--- config.mk ---
export PLATFORM = sky130hd
export DESIGN_NAME = seq_detector_param
export DESIGN_NICKNAME = d
export VERILOG_FILES = /design/src/rtl/seq_detector_param.sv
export SDC_FILE = /design/constraint.sdc
export NUM_CORES = 1
export LEC_CHECK = 0
export ABC_AREA = 0
export CAP_MARGIN = 20
export CORE_MARGIN = 2
export CORE_UTILIZATION = 40
export DETAILED_ROUTE_END_ITERATION = 8
export PLACE_DENSITY = 0.71
export SYNTH_ARGS = -nofsm -noshare
export SYNTH_HDL_FRONTEND = slang
export SYNTH_SLANG_ARGS = --single-unit
--- constraint.sdc ---
create_clock -name clk -period 1.5 [get_ports clk]
set_input_delay 0.3 -clock clk [delete_from_list [all_inputs] [get_ports clk]]
set_output_delay 0.3 -clock clk [all_outputs]
set_load 0.01 [all_outputs]
--- src/rtl/seq_detector_param.sv ---
// Parameterised N-bit serial pattern detector (Moore) with overlap control and a
// saturating match counter. Define SEQDET_TIMEOUT_EN to add the idle-timeout state reset.
module seq_detector_param #(
  parameter int             N       = 2,
  parameter logic [N-1:0]   PATTERN = 'b01,
  parameter int             CNT_W   = 8,
  parameter int             TIMEOUT = 16
) (
  input  logic             clk,
  input  logic             rst_n,
  input  logic             A,
  input  logic             in_valid,
  input  logic             overlap,
  input  logic             cnt_clr,
  output logic             y,
  output logic [CNT_W-1:0] match_count
);

  localparam int SW  = $clog2(N + 1);
  localparam int TAB = 1 << SW;

  localparam logic [SW-1:0] S_IDLE = '0;
  localparam logic [SW-1:0] S_FULL = SW'(N);

  if (N < 2 || N > 16 || TIMEOUT < 1) begin : g_bad_param
    $error("seq_detector_param: N must be 2..16 and TIMEOUT >= 1");
  end

  // Longest prefix of PATTERN that is a suffix of (first k pattern bits, then b).
  // Evaluated only at elaboration to fill the transition tables.
  function automatic int kmp_next(input int k, input logic b);
    int pat;
    int s;
    int best;
    pat  = int'(PATTERN);
    s    = ((pat >> (N - k)) << 1) | 32'(b);
    best = 0;
    for (int l = 1; l <= N; l++) begin
      if (l <= k + 1 && (s & ((1 << l) - 1)) == (pat >> (N - l)))
        best = l;
    end
    return best;
  endfunction

  logic [SW-1:0] next_on0 [TAB];
  logic [SW-1:0] next_on1 [TAB];

  for (genvar k = 0; k < TAB; k++) begin : g_tab
    if (k <= N) begin : g_live
      localparam int NX0 = kmp_next(k, 1'b0);
      localparam int NX1 = kmp_next(k, 1'b1);
      assign next_on0[k] = SW'(NX0);
      assign next_on1[k] = SW'(NX1);
    end else begin : g_pad
      assign next_on0[k] = S_IDLE;
      assign next_on1[k] = S_IDLE;
    end
  end

  logic [SW-1:0] state;
  logic [SW-1:0] base_state;
  logic [SW-1:0] state_next;
  logic          match_hit;
  logic          timeout_hit;

`ifdef SEQDET_TIMEOUT_EN
  localparam int IW = $clog2(TIMEOUT + 1);
  logic [IW-1:0] idle_cnt;

  assign timeout_hit = (idle_cnt == IW'(TIMEOUT));

  // Idle counter saturates at TIMEOUT and keeps the state pinned to 0 until data returns.
  always_ff @(posedge clk or negedge rst_n) begin
    if (!rst_n)
      idle_cnt <= '0;
    else if (in_valid)
      idle_cnt <= '0;
    else if (!timeout_hit)
      idle_cnt <= idle_cnt + 1'b1;
  end
`else
  assign timeout_hit = 1'b0;
`endif

  // Row N of the table is the overlapping continuation; non-overlap restarts from row 0.
  always_comb begin
    base_state = state;
    if (timeout_hit || (state == S_FULL && !overlap))
      base_state = S_IDLE;
    state_next = timeout_hit ? S_IDLE : state;
    if (in_valid)
      state_next = A ? next_on1[base_state] : next_on0[base_state];
  end

  assign match_hit = in_valid && (state_next == S_FULL);

  always_ff @(posedge clk or negedge rst_n) begin
    if (!rst_n) begin
      state <= S_IDLE;
      y     <= 1'b0;
    end else begin
      state <= state_next;
      y     <= (state_next == S_FULL);
    end
  end

  always_ff @(posedge clk or negedge rst_n) begin
    if (!rst_n)
      match_count <= '0;
    else if (cnt_clr)
      match_count <= '0;
    else if (match_hit && match_count != {CNT_W{1'b1}})
      match_count <= match_count + 1'b1;
  end

endmodule
; Yosys cells after proc, flatten, opt, wreduce, memory -nomap -nowiden
; Index checks and enable logic that the tools add are counted.
[classes]
n_addsub = 1
order_cmp = 1
eq_ne = 3
muxes = 11
n_bitwise = 1
reduce_logical = 5
[ops]
columns = operator, count
row1 = $mux 8, 2
row2 = $mux 2, 7
row3 = $add 8x1->8 const B, 1
row4 = $bmux 2 s2, 2
row5 = $ne 8x8->1 const B, 1
row6 = $eq 2x2->1 const B, 2
row7 = $ge 3x3->1 const B, 1
row8 = $logic_and 1x1->1, 3
row9 = $not 2->3, 1
row10 = $reduce_bool 2->1, 1
row11 = $logic_not 1->1, 1
[totals]
ff_bits = 11
in_bits = 6
output_inout_bits = 9
elab_cells = 25

; Logic depth before layout (Yosys ltp)
; Gate-level depths: netlist of run 1.
[logic_depth]
word_depth = 14
ltp_mapped = 5
depth_no_buf = 5

; Least setup slack after synthesis of run 1
; OpenSTA, ideal clock, no wires.
[synth_path]
kind = register to register
startpoint = register match_count[0]
endpoint = register match_count[5]
setup_time_ns = 0.078
t_arrival_ns = 1.508
t_required_ns = 1.422
path_slack_ns = -0.085
stages_incl_launch_ff = 6
path_buffers = 0
synth_period_minus_slack_ns = 1.585
cell_sequence = dfrtp_1 > ha_1 > nand4_2 > o21ai_2 > or4_1 > a21oi_1
[synth_via]
elab_chain_cells = 3
[synth_lines]
columns = item, line
row1 = from (decl), 16  ; output logic [CNT_W-1:0] match_count
row2 = from (signal assigned), 113  ; match_count <= match_count + 1'b1;
row3 = $add 8x1->8 / $ne 8x8->1 (equally long branches), "113, 112"
row4 = $mux 8 / $logic_and 1x1->1 (equally long branches), 112  ; else if (match_hit && match_count != {CNT_W{1'b1}})
row5 = $mux 8 / $reduce_bool 2->1 (equally long branches), -
; Several ways; a longest one is shown, not always the timed one. The select of a mux whose other input is x is not followed.
; A chain may end at the register's enable or synchronous reset.

; Final worst setup path of run 1
[layout_path]
startpoint = register match_count[7]
endpoint = output match_count[7]
; No word-level cell between the ends.

==> results by group, run 1 <==
STA
  – Final setup skew: between 6 and 7 ps
  – Endpoints failing hold: 0
  – Setup TNS: 0 ps
  – Final setup fails: 0
  – Tightest Pin Transition: slightly above 500 ps
  – Min Tclk post-route: approximately 1500 ps
  – Max Freq: between 600 and 700 MHz
  – Tcrit/Tclk final: 97.6%
  – Final Slew Violations: 0
  – Max-slew headroom: about 66%

Finish
  – Register area: 280 µm²
  – Multi-input logic area: roughly 320 µm²
  – # fillers: 114
  – Share of layout cells above drive strength 1: a little under two fifths
  – Final cell count without fillers: 97
  – ANT cells: 0
  – Final nets: 90
  – Post-route cell area: between 800 and 900 µm²
  – Area growth, synth to finish: 59.7%

Placement
  – Placed cell areas: roughly 800 µm²
  – DP Wirelength: 939 µm
  – Final GP Congestion: 0.747
  – IO Port Bufs: 13
  – Post-placement cell count: 89

Worst setup path
  – RR Startpoint: state[1]$_DFF_PN0_
  – WP buf/inv: 1
  – CP max stage cell: clkdlybuf4s50_1
  – Critical path origin: match_count[7]$_DFFE_PN0P_
  – Critical path class: reg -> out
  – Worst Path Max Fanout: 2
  – CP Depth: 1
  – Crit path cell chain: clkdlybuf4s50_1
  – Worst Setup EP: match_count[7]
  – RR Endpoint: match_count[5]$_DFFE_PN0P_
  – Worst r2r path cells: 4
  – CP delay by family, top: buffers and inverters
  – Max incr delay on CP: approximately 540 ps
  – Worst EP required: ~1200 ps
  – Worst EP arrival: 1160 ps
  – R2R Setup Slk: 80 ps
  – CP Launch Type: flip-flop
  – CP endpoint kind: output port

Detailed routing
  – DRC viols: 0
  – First-pass DRT Iterations: 4
  – DRT antenna net count: 0
  – Wire per inst: approximately 14 µm
  – Total wire length: between 1000 and 1500 µm
  – Via count: between 500 and 600
  – DRT iter0 DRCs: 8
  – Vias per cell: roughly 5.2

Yosys
  – Gate Count Post-Synth: between 50 and 60
  – Netlist cell types: 27
  – Async SR Flop Fraction: 100%
  – Most used DFF post-synth: dfrtp_1
  – Avg Cell Area, Syn: between 10 and 15 µm²
  – Sequential cell area fraction in the yosys report: between 50% and 60%
  – Yosys reg bits: 11
  – Post-synth EDFFs: 0
  – Ys Warns: 0
  – Mapped Area: about 550 µm²
  – Post-Synthesis Net Count: 60

Outcome
  – Status: completed

Floorplan
  – Initial Utilization: 42.6%
  – Num rows: 13
  – Die Wd: 41.0 µm
  – Core box area: about 0.0013 mm²
  – Total Die Area: 0.00168 mm²
  – Die height: 41.0 µm
  – IO Count: 15

Clock network
  – CTS Root Cell: clkbuf_4
  – Clock sinks: 11
  – Post-CTS Hold Buffers: 0
  – Clk_lat worst skew: ~270 ps
  – Total CTS buffers: 3
  – Max Buffers Root-to-Sink: 2
  – H-tree depth: 1
  – CTS tree: built
  – Clock transition at path regs: 80 ps

Global route
  – Total gr overflow: 0
  – Initial antenna violation count: 0
  – First-pass GRT wire length: about 2200 µm
  – Largest net degree at the start of global routing: 12
  – Vias in the first global route: 514
  – Gr usage total: 20.7%

Power and ir drop
  – Peak supply drop: 0.485 mV
  – PwrDens: 684 mW/mm²
  – Final Power: 0.000597 W
  – P_leak: roughly 0.44 nW

Job
  – Max Cap Viol: 0

Min path
  – Hold WC Path Type: in -> async
-- metal layers --
metal  routed length (µm)  track usage [%]
met5                    0                0
met4                   29             12.5
met3                   48             3.26
met2                  677             33.2
met1                  578             25.6
-- layout make-up --
class,count,area share (%)
tap,15,2.15
timing repair buffer,26,26.2
sequential,11,32.1
inverter,1,0.430
multi-input combinational,40,36.1
clock buffer,4,3.01
-- cell usage after synthesis, types with 2 or more instances --
master / count / area (µm²)
a21oi_1: 2 / 10.0
dfrtp_1: 11 / 275
mux2i_1: 2 / 20.0
nand2_1: 4 / 15.0
nand3_1: 3 / 15.0
nor2_1: 7 / 26.3
o211ai_1: 2 / 15.0
xor2_1: 3 / 26.3
-- what timing repair did --
action | 4_1_cts | 5_1_grt
setup endpoints to repair | 10 | 5
pin swaps | 3 | 2
buffers inserted | 4 | 0
resized for setup | 9 | 7
-- placed cells by master (no fill, tap or decap), types with 2 or more instances in the layout --
cell / instances
dlygate4sd2_1: 5
nor2_1: 7
xor2_1: 3
clkbuf_4: 3
mux2i_1: 2
nand2_1: 4
dfrtp_2: 4
dlymetal6s2s_1: 3
clkdlybuf4s50_1: 5
nand3_2: 2
dfrtp_1: 7
buf_4: 13
o211ai_1: 2
-- flip-flops by register name (all words and copies together) (netlist names) --
signal,count
match_count,8
state,2
y,1
-- worst min-delay path by stage --
| stage | start | endpoint | cells past startpoint |
|---|---|---|---|
| 2_1_floorplan | rst_n | match_count[0]$_DFFE_PN0P_ | 0 |
| 3_3_place_gp | state[0]$_DFF_PN0_ | y$_DFF_PN0_ | 1 |
| 3_5_place_dp | state[0]$_DFF_PN0_ | y$_DFF_PN0_ | 1 |
| 4_1_cts | rst_n | match_count[4]$_DFFE_PN0P_ | 1 |
| 5_1_grt | rst_n | match_count[4]$_DFFE_PN0P_ | 1 |
| 6_report | rst_n | match_count[4]$_DFFE_PN0P_ | 1 |
-- metrics by stage --
stage               hold slack (ps)  utilization (%)  setup WS [ps]
global route                    408             68.0          -7.33
detailed placement              532             61.0           -343
global placement                512             61.0           -280
finish                          364             68.0           35.8
CTS                             375             65.8           3.28
floorplan                      4.41                -           3.31
-- cell families (layout without fill, tap and decap cells) --
family	after synthesis	in the layout	synth area share [%]
fa+ha+maj	1	1	2.29
buf+inv	2	31	1.37
compound gates	10	10	12.4
simple gates	23	23	23.1
xor+xnor	3	3	4.81
flops	11	11	50.3
mux	3	3	5.72
-- power by group --
part	switching, W	internal [W]
logic	0.0000335	0.0000387
registers	0.0000100	0.000308
clock network	0.000104	0.000103
No activity file was read; power rests on OpenSTA's default activity.
==> run 2: changes to the inputs <==
GPL_TIMING_DRIVEN = 1   (was unset)
==> results of run 2 <==
No change in the layout: final DEF, timing and power equal those of run 1.
==> run 3: changes to the inputs <==
CORE_MARGIN = 10   (was 2)
==> run 3 against run 2 <==
Cell count decreased by 3.1%. Setup slack better by 20 ps. Core utilization fell by 4.2 points. First-iteration DRC count decreased by 63%. Total power grew 0.34%. Fmax is 1.4% higher. Combinational power up 2%. Sequential power hardly changed. Cell area shrank 5.0%. Sequential share of layout area is 1.8 points higher. Largest power group unchanged. Highest routed layer unchanged.
==> results by group, run 3 (synthesis gave the netlist of run 1 again) <==
Detailed routing
  – DRT antenna net count: 0 (unchanged)
  – Via count: 509 (was 503)
  – Wire per inst: 14.0 µm (was 13.8 µm)
  – DRT iter0 DRCs: 3 (was 8)
  – Vias per cell: 5.41 (was 5.19)
  – DRC viols: 0 (unchanged)
  – First-pass DRT Iterations: 4 (unchanged)
  – Total wire length: 1320 µm (was 1330 µm)

STA
  – Endpoints failing hold: 0 (unchanged)
  – Max Freq: 692 MHz (was 683 MHz)
  – Tcrit/Tclk final: 96.3% (was 97.6%)
  – Tightest Pin Transition: 362 ps (was 506 ps)
  – Max-slew headroom: 75.6% (was 66.2%)
  – Min Tclk post-route: 1440 ps (was 1460 ps)
  – Final setup fails: 0 (unchanged)
  – Final Slew Violations: 0 (unchanged)
  – Final setup skew: 2.47 ps (was 6.54 ps)
  – Final setup margin: 55.4 ps (was 35.8 ps)

Worst setup path
  – Critical path origin: y$_DFF_PN0_ (was match_count[7]$_DFFE_PN0P_)
  – Crit path cell chain: clkdlybuf4s50_1 (unchanged)
  – Worst Path Max Fanout: 1 (was 2)
  – Worst EP arrival: 1140 ps (was 1160 ps)
  – CP max stage cell: clkdlybuf4s50_1 (unchanged)
  – CP delay by family, top: buffers and inverters (unchanged)
  – Max incr delay on CP: 530 ps (was 540 ps)
  – Worst EP required: 1200 ps (about the same)
  – RR Startpoint: match_count[1]$_DFFE_PN0P_ (was state[1]$_DFF_PN0_)
  – CP Launch Type: flip-flop (unchanged)
  – Critical path class: reg -> out (unchanged)
  – WP buf/inv: 1 (unchanged)
  – CP endpoint kind: output port (unchanged)

Finish
  – Final nets: 87 (was 90)
  – Commonest non-fill, non-tap cells in the layout: 10 x buf_4, 9 x dlygate4sd2_1, 7 x nor2_1 (was 13 x buf_4, 7 x nor2_1, 7 x dfrtp_1)
  – Post-route cell area: 830 µm² (was 873 µm²)
  – Register area: 282 µm² (was 280 µm²)
  – Max FFs per register: 8 (unchanged)
  – # fillers: 115 (was 114)
  – Largest regs: match_count: 8 flops, state: 2 flops, y: 1 flops (unchanged)
  – Area growth, synth to finish: 51.7% (was 59.7%)
  – Multi-input logic area: 303 µm² (was 315 µm²)
  – Leading cell type in the layout, fill and taps excluded: buf_4 (unchanged)
  – Top reg by flops: match_count (unchanged)
  – Share of layout cells above drive strength 1: 34.2% (was 37.8%)
  – ANT cells: 0 (unchanged)

Clock network
  – Total CTS buffers: 3 (unchanged)
  – CTS Root Cell: clkbuf_4 (unchanged)
  – Max Buffers Root-to-Sink: 2 (unchanged)
  – Clock transition at path regs: 70 ps (was 80 ps)
  – H-tree depth: 1 (unchanged)
  – Post-CTS Hold Buffers: 0 (unchanged)
  – Clk_lat worst skew: 270 ps (about the same)
  – CTS tree: built (unchanged)
  – Clock sinks: 11 (unchanged)

Placement
  – Final GP Congestion: 0.725 (was 0.747)
  – Placed cell areas: 783 µm² (unchanged)
  – IO Port Bufs: 13 (unchanged)
  – DP Wirelength: 1020 µm (was 939 µm)
  – Post-place setup slack: -328 ps (was -343 ps)

Global route
  – Total gr overflow: 0 (unchanged)
  – Gr usage total: 8.17% (was 20.7%)
  – First-pass GRT wire length: 2190 µm (was 2170 µm)
  – Initial antenna violation count: 0 (unchanged)
  – Vias in the first global route: 521 (was 514)
  – Largest net degree at the start of global routing: 12 (unchanged)

Job
  – Max Cap Viol: 0 (unchanged)

Floorplan
  – IO Count: 15 (unchanged)
  – Die Wd: 57.0 µm (was 41.0 µm)
  – Die height: 57.0 µm (was 41.0 µm)
  – Core box area: 0.00130 mm² (was 0.00128 mm²)
  – Total Die Area: 0.00325 mm² (was 0.00168 mm²)
  – Initial Utilization: 42.0% (was 42.6%)
  – Num rows: 13 (unchanged)

Outcome
  – Status: completed (unchanged)

Min path
  – Hold WC Path Type: in -> async (unchanged)

Power and ir drop
  – Peak supply drop: 0.396 mV (was 0.485 mV)
  – P_leak: 0.407 nW (was 0.436 nW)
  – PwrDens: 722 mW/mm² (was 684 mW/mm²)
[run 3: cell count changes in the layout (fill, tap and decap cells not counted), moves of 2 or more]
cell / previous run / this run
dlymetal6s2s_1: 3 / 1
clkdlybuf4s50_1: 5 / 3
dlygate4sd2_1: 5 / 9
buf_4: 13 / 10
[run 3: repair_timing]
| item | in CTS | in global routing |
|---|---|---|
| gates resized for setup | 12 | 5 |
| endpoints found under the setup margin | 9 | 3 |
| buffers inserted | 1 | 0 |
| endpoints found under the hold margin | 0 | 0 |
| pin swaps | 2 | 0 |
[run 3: final timing paths]
kind / end / slack [ps] / depth (start not counted)
min: y$_DFF_PN0_ / 310 / 2
max in group asynchronous: match_count[4]$_DFFE_PN0P_ / 1020 / 2
max: y / 60 / 1
min in group clk: state[0]$_DFF_PN0_ / 550 / 3
min reg2reg: y$_DFF_PN0_ / 570 / 1
max reg2reg: match_count[5]$_DFFE_PN0P_ / 60 / 5
[run 3: metal layers]
| metal | vias up | track usage, % | share of wire [%] |
|---|---|---|---|
| met5 | - | 0 | 0 |
| met2 | 15 | 13.3 | 48 |
| li1 | 246 | - | - |
| met1 | 246 | 8.45 | 42 |
| met3 | 2 | 4.42 | 9.7 |
| met4 | 0 | 3.69 | 0.61 |
[run 3: final cells by class]
type | instances | share of cell area (%)
well taps | 15 | 2.26
repair buffers | 23 | 23.7
flip-flops and latches | 11 | 33.9
inverters | 1 | 0.452
clock buffers | 4 | 3.17
multi-input cells | 40 | 36.5
[run 3: per-stage QoR]
step / power [W] / hold slack, ps / TNS (ps) / instances / util, %
after floorplan: 0.000352 / 4.41 / 0 / 53 / -
after global placement: 0.000399 / 510 / -970 / 89 / 60.2
after detailed placement: 0.000402 / 539 / -1160 / 89 / 60.2
after CTS: 0.000604 / 317 / 0 / 94 / 62.2
after global routing: 0.000627 / 343 / -19.5 / 94 / 63.7
final: 0.000599 / 314 / 0 / 94 / 63.7
[run 3: power by group]
group	switching [W]	internal (W)
combinational	0.0000338	0.0000400
clock	0.000104	0.000103
sequential	0.00000991	0.000308
total	0.000148	0.000451
